**src/rtl/types_pkg.sv**
```systemverilog
// Shared register-file bus types plus the writeback queue entry record.
package types_pkg;

  localparam int DATA_WIDTH    = 32;
  localparam int ADDRESS_WIDTH = 5;

  typedef logic [ADDRESS_WIDTH-1:0] ADDR_BUS;
  typedef logic [DATA_WIDTH-1:0]    DATA_BUS;

  // One pending register write: destination register and value.
  typedef struct packed {
    ADDR_BUS addr;
    DATA_BUS data;
  } wb_entry_t;

endpackage

```
**src/rtl/wb_fwd_match.sv**
```systemverilog
// Youngest-match search over the pending writes held in the writeback queue.
// Entries are walked oldest (head) to youngest; a later match overrides an
// earlier one, so the value returned is the one decode must observe.
module wb_fwd_match
  import types_pkg::*;
#(
  parameter int DEPTH = 4,
  localparam int PTR_W = $clog2(DEPTH)
) (
  input  wb_entry_t [DEPTH-1:0] entries_i,
  input  logic [DEPTH-1:0]      valid_i,
  input  logic [PTR_W-1:0]      head_i,
  input  ADDR_BUS               addr_i,
  output logic                  hit_o,
  output DATA_BUS               data_o
);

  logic [PTR_W-1:0] idx;

  // Age-ordered scan; register x0 is hard-wired and can never be forwarded.
  always_comb begin
    hit_o  = 1'b0;
    data_o = '0;
    idx    = '0;
    for (int k = 0; k < DEPTH; k++) begin
      idx = head_i + PTR_W'(k);
      if (valid_i[idx] && (entries_i[idx].addr == addr_i) && (addr_i != '0)) begin
        hit_o  = 1'b1;
        data_o = entries_i[idx].data;
      end
    end
  end

endmodule

```
**src/rtl/wb_queue.sv**
```systemverilog
// Writeback queue: buffers up to DEPTH register writes between result
// producers and the register-file write port, drains one per granted cycle
// in acceptance order, and forwards the youngest pending value to decode.
//
// Handshake: a write transfers on a cycle where in_valid && in_ready at the
// rising edge. in_ready depends only on occupancy (never on in_valid), and a
// full queue refuses input even if it pops in the same cycle. Writes to x0
// complete the handshake but are dropped.
module wb_queue
  import types_pkg::*;
#(
  parameter int DEPTH = 4,
  localparam int PTR_W = $clog2(DEPTH),
  localparam int CNT_W = $clog2(DEPTH) + 1
) (
  input  logic             clk,
  input  logic             rst,
  input  logic             in_valid,
  output logic             in_ready,
  input  ADDR_BUS          in_addr,
  input  DATA_BUS          in_data,
  input  logic             drain_en,
  output logic             we_out,
  output ADDR_BUS          ad_out,
  output DATA_BUS          wd_out,
  input  ADDR_BUS          rs1_addr,
  input  ADDR_BUS          rs2_addr,
  output logic             rs1_hit,
  output logic             rs2_hit,
  output DATA_BUS          rs1_data,
  output DATA_BUS          rs2_data,
  output logic [CNT_W-1:0] count,
  output logic             empty,
  output logic             full
);

  wb_entry_t [DEPTH-1:0] mem_q;
  logic [PTR_W-1:0]      head_q, head_d;
  logic [PTR_W-1:0]      tail_q, tail_d;
  logic [CNT_W-1:0]      count_q, count_d;
  logic [DEPTH-1:0]      valid_mask;
  logic                  push, pop;

  assign empty    = (count_q == '0);
  assign full     = (count_q == CNT_W'(DEPTH));
  assign count    = count_q;
  assign in_ready = !full;

  // A write port grant during reset is not honoured: pending writes are
  // discarded as a whole rather than partially drained.
  assign we_out = !empty && drain_en && !rst;
  assign ad_out = empty ? '0 : mem_q[head_q].addr;
  assign wd_out = empty ? '0 : mem_q[head_q].data;

  assign push = in_valid && in_ready && (in_addr != '0);
  assign pop  = we_out;

  // Next-state for pointers and occupancy.
  always_comb begin
    head_d  = head_q;
    tail_d  = tail_q;
    count_d = count_q;
    if (push) tail_d = tail_q + 1'b1;
    if (pop)  head_d = head_q + 1'b1;
    case ({push, pop})
      2'b10:   count_d = count_q + 1'b1;
      2'b01:   count_d = count_q - 1'b1;
      default: count_d = count_q;
    endcase
  end

  // Pointer and occupancy registers with synchronous reset.
  always_ff @(posedge clk) begin
    if (rst) begin
      head_q  <= '0;
      tail_q  <= '0;
      count_q <= '0;
    end else begin
      head_q  <= head_d;
      tail_q  <= tail_d;
      count_q <= count_d;
    end
  end

  // Entry storage; contents are only meaningful where valid_mask is set.
  always_ff @(posedge clk) begin
    if (!rst && push) mem_q[tail_q] <= '{addr: in_addr, data: in_data};
  end

  // An entry is live when its distance from head is below the occupancy.
  always_comb begin
    valid_mask = '0;
    for (int i = 0; i < DEPTH; i++) begin
      valid_mask[i] = ({1'b0, PTR_W'(i) - head_q} < count_q);
    end
  end

  wb_fwd_match #(.DEPTH(DEPTH)) u_fwd_rs1 (
    .entries_i (mem_q),
    .valid_i   (valid_mask),
    .head_i    (head_q),
    .addr_i    (rs1_addr),
    .hit_o     (rs1_hit),
    .data_o    (rs1_data)
  );

  wb_fwd_match #(.DEPTH(DEPTH)) u_fwd_rs2 (
    .entries_i (mem_q),
    .valid_i   (valid_mask),
    .head_i    (head_q),
    .addr_i    (rs2_addr),
    .hit_o     (rs2_hit),
    .data_o    (rs2_data)
  );

endmodule

```
**config.mk**
```make
export PLATFORM = sky130hd
export DESIGN_NAME = wb_queue
export DESIGN_NICKNAME = d
export VERILOG_FILES = /design/src/rtl/types_pkg.sv /design/src/rtl/wb_fwd_match.sv /design/src/rtl/wb_queue.sv
export SDC_FILE = /design/constraint.sdc
export NUM_CORES = 1
export LEC_CHECK = 0
export BUFFER_PORTS_ARGS = -buffer_cell sky130_fd_sc_hd__buf_4
export CAP_MARGIN = 10
export CORE_MARGIN = 3
export CORE_UTILIZATION = 55
export DETAILED_ROUTE_END_ITERATION = 16
export PLACE_DENSITY = 0.77
export SYNTH_ARGS = -nofsm -noshare
export SYNTH_HDL_FRONTEND = slang
export SYNTH_SLANG_ARGS = --single-unit
```
**constraint.sdc**
```tcl
create_clock -name clk -period 4.6 [get_ports clk]
set_input_delay 0.46 -clock clk [delete_from_list [all_inputs] [get_ports clk]]
set_output_delay 0.46 -clock clk [all_outputs]
set_load 0.03 [all_outputs]
```
# Yosys cells after proc, flatten, opt, wreduce, memory -nomap -nowiden
# Cells that the tools add are included.
# totals
latchBits	0
mem_count	0
word_cells	110
mem_bits_rw	0
out_inout_bits	110
regBits	155
romBits	0
inputBits	51
# classes
reduce_logical	30
bitwise_logic	0
n_shift	0
mux	38
mul	0
div	0
addsub	10
order_cmp	10
eq_ne	11
# ops
operator	n
binary-select mux 37 bit (select 2 bit)	4
two-way mux 32 bit	9
two-way mux 37 bit	5
bitwise mux 148 bit	1
demux 37 bit (select 2 bit)	1
== test 5 bit	8
logical AND 1 bit	22
< comparator 2 x 3 -> 1 bit (second input constant)	5
nonzero test 5 bit	3
< comparator 2 x 3 -> 1 bit	4
two-way mux 1 bit	12
binary-select mux 1 bit (select 2 bit)	4
one-hot mux 3 bit (2 select lines)	1
two-way mux 5 bit	1
adder 2 x 1 -> 2 bit (second input constant)	2
adder 2 bit (second input constant)	2
subtractor 1 x 2 -> 2 bit (first input constant)	2
subtractor 2 bit (first input constant)	2
adder 3 x 1 -> 3 bit (second input constant)	1
== test 3 bit (second input constant)	1
logical NOT 1 bit	3
logical NOT 3 bit	1
subtractor 3 x 1 -> 3 bit (second input constant)	1
== test 2 x 1 -> 1 bit (second input constant)	1
3 further kinds	3

# Logic depth before layout (Yosys ltp)
# Gate-level depths: netlist of run 1.
# logic_depth
word_depth	10
ltp_mapped	18
mapped_depth_nobuf	10

# Hierarchy
# A second synthesis of run 1 with hierarchy kept.
# hier_totals
hier_cells	1613
hier_area_um2	16963.8
# by_module_without_submodules
mod	cells_per_inst	seq_area_each_um2	instances	area_per_inst_um2
wb_fwd_match	654	0.0	2	5387.7
wb_queue	305	4584.4	1	6188.4

# Least setup slack after synthesis of run 1
# Ideal clock, no wire load.
# synth_timing
kind	flip-flop to output port
from	reg head_q[0]
to	out rs1_data[21]
n_path_buf	7
t_arrival_ps	4146
required_time_ps	4140
stages_incl_launch_ff	17
path_slack_ps	-6
cell_sequence	dfxtp_1 > buf_2 > buf_4 > buf_1 > clkbuf_1 > clkbuf_1 > xnor2_1 > inv_1 > ha_1 > a211oi_1 > or2_2 > a221oi_1 > or4_1 > nor2b_1 > buf_2 > buf_2 > a221oi_1
# synth_via
elab_chain_len	10
word_cells_on_any_way	43
cone_classes	add/sub: 7; order compare: 4; eq/ne: 4; mux: 20; reduce/logical: 8
# synth_rtl
item	line	text
start: declaration	wb_queue.sv:38	logic [PTR_W-1:0] head_q, head_d;
start signal: assignment	wb_queue.sv:75	head_q <= '0;
start signal: assignment	wb_queue.sv:79	head_q <= head_d;
subtractor 1 x 2 -> 2 bit or subtractor 2 bit (tied branches)	wb_queue.sv:94	valid_mask[i] = ({1'b0, PTR_W'(i) - head_q} < count_q);
< comparator 2 x 3 -> 1 bit	wb_queue.sv:94	
binary-select mux 1 bit (select 2 bit)	wb_fwd_match.sv:27	if (valid_i[idx] && (entries_i[idx].addr == addr_i) && (addr_i != '0)) begin
two-way mux 1 bit (not written as such)	wb_fwd_match.sv:27	
logical AND 1 bit (2 in a row)	wb_fwd_match.sv:27	
two-way mux 32 bit (3 in a row)	wb_fwd_match.sv:27	
two-way mux 32 bit (*)	wb_fwd_match.sv:27	
end: declaration	wb_queue.sv:30	output DATA_BUS rs1_data,
# Mark *: on every way between the ends. The rest lies on a longest branch, timed or not. The select of a mux whose other input is x is not followed.

# Final worst setup path of run 1
# layout_timing
from	reg head_q[0]
to	out rs2_data[31]
# layout_via
elab_chain_len	10
word_cells_on_any_way	43
cone_classes	add/sub: 7; order compare: 4; eq/ne: 4; mux: 20; reduce/logical: 8
# layout_rtl
item	line	text
subtractor 1 x 2 -> 2 bit or subtractor 2 bit (tied branches)	wb_queue.sv:94	
< comparator 2 x 3 -> 1 bit	wb_queue.sv:94	
binary-select mux 1 bit (select 2 bit)	wb_fwd_match.sv:27	
two-way mux 1 bit (not written as such)	wb_fwd_match.sv:27	
logical AND 1 bit (2 in a row)	wb_fwd_match.sv:27	
two-way mux 32 bit (3 in a row)	wb_fwd_match.sv:27	
two-way mux 32 bit (*)	wb_fwd_match.sv:27	
end: declaration	wb_queue.sv:31	output DATA_BUS rs2_data,
# Marks and branches as above.

==> metrics list, run 1 <==
- Status: completed
- Final count of pins violating max slew: 0
* Gr ovfl total: 0
- DRC violations left: 0
* Post-synthesis sequential area ratio: 39.7%
* DIE WIDTH: 151 um
- Total power: 5.46 mW
- In this run the deepest clock path goes through 2 buffers.
- In this run the cell area measured after placement is 12900 um^2.
* Largest net degree at the start of global routing: 73
- Of all nets on the critical path, the largest fanout is 37.
- Total GRT Usage: 27.8%
- Measured slew at the worst slew-check pin: 1.17 ns
- Setup repair after global routing missed its margin: false
- Number of flops mapped to enable cells by yosys: 148
* Initial antenna violation count: 0
- Setup Viol. Count Final: 0
* Fraction of final layout cells with drive strength greater than 1: 28.6%
* Instance count of the mapped netlist: 1116
- The clock reaches the later pin of the worst-skew pair after 0.43 ns.
- Synthesized area divided by synthesized cell count: 10.3 um^2
- Summed over all layers, the routed wires come to 32000 um.
- Crit Path Category: register to primary output
- Timing would allow up to 225 MHz.
- Area of the core region: 20400 um^2
* Number of I/O port buffers: 160
- The number of global-route vias before repair is 9418.
* Max VDD drop: 0.282 mV
- Total power divided by cell area: 406 nW/um^2
* Worst Skew: 0.00864 ns
- Number of warnings issued by yosys: 0
- STA puts the critical path data arrival time at 3.99 ns.
- Minimum period implied by the final worst setup slack: 4.45 ns
- Critical Path Source Type: register
- HPWL after detailed placement: 20800 um
- Average vias per placed instance: 6.33
* 1st-iter DRT viols: 797
- Max_slew headroom: 22.1%
- Summed over all failing endpoints, the final setup total negative slack is 0 ns.
- Row generation in the floorplan step produced 52 rows.
- The first detailed-routing pass ran for 7 iterations.
- Once layout is complete, the utilization of the core stands at 65.9%.
* Layout fillers: 1642
- Fraction of the cycle the final worst path needs: 96.8%
- Summing all multi-input logic gate instances after layout gives 6480 um^2.
- Max H-tree Level: 4
* # IOs: 161
- The congestion estimate from routability-driven global placement came to 0.909.
- Post-detailed-route wirelength per cell: 21.3 um
- Maximum capacitance violations: 0
- Synth async-reset ratio: 0%
- The first global-routing pass estimated 49700 um of wire.
* Tightest Hold Check Type: primary input to register
- 0 antenna diodes ended up in the layout.
* Primary flip-flop cell chosen by synthesis mapping: sky130_fd_sc_hd__edfxtp_1
- Cell at the root of the clock tree: sky130_fd_sc_hd__clkbuf_16
- Full die area: 22800 um^2
- Signed area change from the synthesized netlist to the final layout: 16.5%
- For the worst setup path, the data required time is 4.14 ns.
- Synthesis inferred 155 register bits.
- After routing the design area is 13500 um^2.
* DIE HEIGHT: 151 um
* Capturing element type of the critical path: primary output
* Number of placed cells counting well taps: 1466
- For this configuration, the core starts out at a cell density of 56.5%.
- Post-CTS Hold Buffers: 0
* Post-layout instance count excluding filler cells: 1500
- Clock tree synthesis found a total of 155 sinks.
- In this run the static leakage power is 5.07 nW.
- The synthesized netlist occupies a cell area of 11500 um^2.
- Storage cell area: 4590 um^2
* Synth Net Count: 1177
- Final antenna-violating net count: 0
- Clock transition at the register clock pins on the worst setup and hold paths after CTS: 0.07 ns
* Nets@finish: 1278
- The detailed router placed 9491 vias in this run.
- TritonCTS created 17 clock buffers.
- Clock tree from TritonCTS: yes
- After synthesis, the netlist uses 60 different library cells.
* Final count of hold timing violations: 0
==> critical path, stage by stage, from the launching register on <==
cell	delay, ns
sky130_fd_sc_hd__dfxtp_4	0.62
sky130_fd_sc_hd__buf_4	0.45
sky130_fd_sc_hd__nand2_1	0.10
sky130_fd_sc_hd__a221o_1	0.38
sky130_fd_sc_hd__and2_1	0.17
sky130_fd_sc_hd__o21a_1	0.28
sky130_fd_sc_hd__nor3_4	0.45
sky130_fd_sc_hd__or2_2	0.44
sky130_fd_sc_hd__buf_12	0.22
sky130_fd_sc_hd__o221a_2	0.26
sky130_fd_sc_hd__buf_4	0.17
==> per-stage QoR <==
step                      hold slack [ns]  setup slack [ns]
after floorplan                     0.518          -0.00619
after global placement              0.510             0.600
after detailed placement            0.517             0.441
after CTS                           0.213            0.0571
after global routing                0.215            0.0209
final                               0.225             0.149
==> layout by cell type (no fill, tap or decap), types with 28 or more instances in the layout <==
master                      Yosys  final
sky130_fd_sc_hd__xnor2_1       34     34
sky130_fd_sc_hd__nor3_1        42     40
sky130_fd_sc_hd__a21oi_1       77     77
sky130_fd_sc_hd__buf_4          7    177
sky130_fd_sc_hd__o21ai_0       37     37
sky130_fd_sc_hd__nand2_1       71     71
sky130_fd_sc_hd__edfxtp_1     148    148
sky130_fd_sc_hd__nor2b_1       72     71
sky130_fd_sc_hd__nor2_1        85     85
sky130_fd_sc_hd__mux2i_1      142    142
sky130_fd_sc_hd__o2bb2ai_1     28     28
sky130_fd_sc_hd__mux2_2        65     65
==> per-layer routing <==
layer	share of wire [%]	track usage (%)
met5	0	0
met4	2.6	10.0
met3	9.4	5.80
met2	47	45.6
met1	41	36.7
==> cells in the mapped netlist (2+ instances only) <==
library cell	instances	share of area, %
sky130_fd_sc_hd__edfxtp_1	148	38
sky130_fd_sc_hd__mux2i_1	142	12
sky130_fd_sc_hd__nor2_1	85	2.8
sky130_fd_sc_hd__a21oi_1	77	3.3
sky130_fd_sc_hd__nor2b_1	72	3.9
sky130_fd_sc_hd__nand2_1	71	2.3
sky130_fd_sc_hd__mux2_2	65	6.3
sky130_fd_sc_hd__clkbuf_1	52	1.7
sky130_fd_sc_hd__nor3_1	42	1.8
sky130_fd_sc_hd__o21ai_0	37	1.6
sky130_fd_sc_hd__xnor2_1	34	2.6
sky130_fd_sc_hd__o2bb2ai_1	28	2.1
sky130_fd_sc_hd__o211a_1	27	2.3
sky130_fd_sc_hd__or3b_2	27	2.0
sky130_fd_sc_hd__buf_2	26	1.1
sky130_fd_sc_hd__a221oi_1	20	1.5
sky130_fd_sc_hd__inv_1	14	0.46
sky130_fd_sc_hd__a211oi_1	13	0.85
sky130_fd_sc_hd__a221oi_2	13	1.7
sky130_fd_sc_hd__buf_1	12	0.39
sky130_fd_sc_hd__mux4_2	11	2.1
sky130_fd_sc_hd__ha_1	9	0.98
sky130_fd_sc_hd__and2_1	8	0.43
sky130_fd_sc_hd__buf_4	7	0.46
sky130_fd_sc_hd__dfxtp_1	7	1.2
sky130_fd_sc_hd__xor2_1	7	0.53
sky130_fd_sc_hd__buf_6	5	0.49
sky130_fd_sc_hd__nand3_1	5	0.22
sky130_fd_sc_hd__nand4_1	5	0.27
sky130_fd_sc_hd__nor4_1	5	0.27
sky130_fd_sc_hd__nor3b_1	4	0.26
sky130_fd_sc_hd__a211o_1	2	0.15
sky130_fd_sc_hd__nand2b_1	2	0.11
sky130_fd_sc_hd__nor3_2	2	0.17
sky130_fd_sc_hd__o21a_1	2	0.13
sky130_fd_sc_hd__o21ai_1	2	0.087
sky130_fd_sc_hd__o22a_1	2	0.15
sky130_fd_sc_hd__or2_2	2	0.11
sky130_fd_sc_hd__or3_1	2	0.11
sky130_fd_sc_hd__or4_1	2	0.13
==> path summary, 6_finish.rpt <==
path,startpoint,endpoint,slack [ns],depth (start not counted)
setup reg to reg,count[0],mem_q[117],2.01,5
hold reg to reg,count[1],count[1],0.53,2
hold / removal,in_data[20],mem_q[57],0.23,1
setup / recovery,head_q[0],rs2_data[31],0.15,10
==> where the power goes <==
part	total (mW)	switching, mW	internal (mW)
Clock	1.30	0.604	0.700
Sequential	1.68	0.0682	1.61
Combinational	2.47	1.56	0.910
==> cell families after synthesis <==
kind of cell               count (synthesis)  share of synthesized area (%)
AOI/OAI and AO/OA                        235                           15.0
xor gates and xnor gates                  41                           3.11
adders and majority gates                 10                           1.15
buffers and inverters                    117                           4.64
DFF                                      155                           39.7
muxes                                    219                           21.0
and+or+nand+nor                          339                           15.4
==> flip-flops by register name, summed over array words and instances (netlist names) <==
name	flops
mem_q	148
tail_q	2
count	3
head_q	2
==> area by class of cell <==
class / instances / area share (%)
clock buffers: 18 / 3.19
clock inverters: 14 / 0.865
inverters: 15 / 0.456
multi-input cells: 845 / 48.2
flip-flops and latches: 155 / 34.1
well taps: 270 / 2.51
repair buffers: 183 / 10.7
==> what timing repair did <==
action	in CTS	in global routing
buffers inserted	0	1
gates cloned	0	1
gates resized for setup	1	2
setup endpoints to repair	9	61
pin swaps	0	0
(Power assumes the default switching activity.)
==> inputs of run 2 (changes only) <==
- MAX_ROUTING_LAYER: not set -> met4
==> run 2 against run 1 <==
Effect of this change: hold slack got worse by 0.0024 ns; largest power group unchanged; non-clock buffer count increased by 2; count of clock-buffer cells in the layout decreased by 1.
==> metrics list, run 2 (synthesized netlist as in run 1, its figures left out) <==
- The leakage power of the design came to 5.09 nW (+0.41%).
* Area of the core region: 20400 um^2 (unchanged)
- The largest incremental delay on the critical path was 0.68 ns (+0.06 ns).
* Number of cell rows: 52 (unchanged)
- The transition time of the tightest slew-check pin came to 1.20 ns (+0.0281 ns).
- The power per cell area came to 407 nW/um^2 (+0.32%).
- The final cycle utilization of the critical path is 94.4% (-2.3 points).
- HPWL after detailed placement: 20600 um (-0.89%)
- The area of all placed cells without fillers came to 13500 um^2 (about the same).
- Longest Clk Path Bufs: 2 (unchanged)
* DRT Wirelength: 31600 um (-1.4%)
- The TritonCTS sink count was 155 (unchanged).
- Number of antenna diodes: 0 (unchanged)
- Most common library cell in the layout ignoring fill and taps: sky130_fd_sc_hd__buf_4
- Max_slew headroom: 20.3% (-1.9 points)
- Via count of the first global-routing pass: 8935 (-5.1%)
* Commonest cells after routing, fill and taps aside: sky130_fd_sc_hd__buf_4 (180), sky130_fd_sc_hd__edfxtp_1 (148), sky130_fd_sc_hd__mux2i_1 (142)
- The global-route wire length before repair is 48600 um (-2.1%).
- Final setup TNS: 0 ns (unchanged)
- The final routed wire length divided by cell count is 21.0 um (-1.4%).
- Source-to-sink clock delay at the later pin of the worst-skew pair: 0.43 ns (about the same)
- The critical path is of the register to primary output type.
- The number of max-slew violations in the final report is 0 (unchanged).
* Crit path cell chain: inv_1, ha_1, xor2_1, a221o_1, nor3_1, a221oi_1, or4_2, buf_4, a221oi_2, buf_4
* Total GRT Usage: 28.2% (+0.38 points)
* Critical Path Source Type: register
- Register ranked first by flip-flop count: mem_q
- The critical path data required time was 4.14 ns (about the same).
- Iteration count of the initial detailed-routing pass: 5 (-2)
- The share of layout cells above drive strength 1 was 28.8% (+0.14 points).
- DRC violations left: 0 (unchanged)
* Critical path's most frequent cell: sky130_fd_sc_hd__buf_4
* Clock tree from TritonCTS: yes
* Crit Path Max Fanout: 48 (+30%)
- The run finished with clean final reports.
- The worst clock skew was 0.00796 ns (-0.000689 ns).
- The first-iteration detailed-routing DRC count was 926 (+16%).
* Signed area change from the synthesized netlist to the final layout: 16.6% (about the same)
* Number of buffers created by CTS: 17 (unchanged)
- The count of buffers inserted at the top-level ports was 160 (unchanged).
- The worst path arrival time is 3.88 ns (-0.11 ns).
- The floorplan die area was 22800 um^2 (unchanged).
* Placed cell areas: 12900 um^2 (about the same)
- The count of maximum capacitance violations was 0 (unchanged).
* Max reg flops: 148 (unchanged)
- Cell at the root of the clock tree: sky130_fd_sc_hd__clkbuf_16
- Final core area utilization: 65.9% (about the same)
- Worst path slowest cell: sky130_fd_sc_hd__or4_2
- Nets@finish: 1280 (+0.16%)
- The hold buffer count at CTS was 0 (unchanged).
- Average vias per placed instance: 6.27 (-0.98%)
- The worst voltage drop across the vdd grid is 0.293 mV (+4.2%).
- Starting density of the core: 56.5% (unchanged)
- The die span in y came to 151 um (unchanged).
- Setup repair after global routing missed its margin: false
- Minimum period implied by the final worst setup slack: 4.34 ns (-0.107 ns)
- The final setup violation count came to 0 (unchanged).
- The pin count of the biggest net entering global routing was 90 (+23%).
- # IOs: 161 (unchanged)
- Capturing element type of the critical path: primary output
- Tightest Hold Check Type: primary input to register
* Maximum operating frequency: 230 MHz (+2.5%)
- Max H-tree Level: 4 (unchanged)
- Final antenna-violating net count: 0 (unchanged)
* Clock transition at the register clock pins on the worst setup and hold paths after CTS: 0.07 ns (about the same)
- DIE WIDTH: 151 um (unchanged)
- The count of final hold-check violations was 0 (unchanged).
* Gr ovfl total: 0 (unchanged)
- DR vias: 9404 (-0.92%)
- Initial antenna violation count: 0 (unchanged)
- GP Congestion: 0.956 (+5.2%)
==> run 2: cell count changes in the layout (fill, tap and decap cells not counted), sizes merged <==
cell      delta
clkinv       -1
buf          +2
inv          +5
clkinvlp     -4
clkbuf       -1
==> run 2: power breakdown <==
group / internal, mW / switching [mW] / total [mW]
logic: 0.912 / 1.55 / 2.47
registers: 1.61 / 0.0690 / 1.68
clock network: 0.711 / 0.620 / 1.33
total: 3.24 / 2.24 / 5.48
==> run 2: area by class of cell <==
| class | instances | area [um^2] |
|---|---|---|
| inverter | 15 | 61.3 |
| sequential | 155 | 4590 |
| multi-input combinational | 845 | 6480 |
| clock inverter | 14 | 130 |
| fill | 1633 | 6970 |
| clock buffer | 17 | 425 |
| tap | 270 | 338 |
| timing repair buffer | 185 | 1430 |
==> run 2: worst paths after layout <==
check / cells after the start / start / endpoint / slack, ns
worst max-delay path: 10 / head_q[1] / rs1_data[4] / 0.26
worst min-delay path: 1 / in_data[27] / mem_q[64] / 0.22
worst max register to register: 5 / count[0] / mem_q[45] / 2.03
worst min register to register: 2 / count[1] / count[1] / 0.53
==> run 2: per-layer routing <==
metal	up-vias	global-route usage, %	share of wire [%]
met3	39	5.86	10
met4	0	8.43	1.8
met5	-	-	0
met2	471	43.9	47
li1	4399	-	-
met1	4495	37.6	41
==> run 2: worst max-delay path, delay by kind of cell (launching register included) <==
kind	cells	cell delay (ns)
compound gates	3	0.86
xor+xnor	1	0.17
fa+ha+maj	1	0.33
buf+inv	3	0.74
flops	1	0.46
simple gates	2	0.87
==> run 2: what timing repair did <==
action                                  4_1_cts  5_1_grt
endpoints found under the setup margin        0       56
resized for setup                             0        3
buffers inserted                              0        1
==> run 2: metrics by stage <==
step	instances	worst slack (ns)	power, mW	hold slack [ns]
floorplan	1116	-0.00619	3.43	0.518
global placement	1468	0.549	4.10	0.505
detailed placement	1468	0.495	4.14	0.518
CTS	1499	0.00490	5.46	0.211
global route	1501	0.0387	5.73	0.214
finish	1501	0.256	5.48	0.223
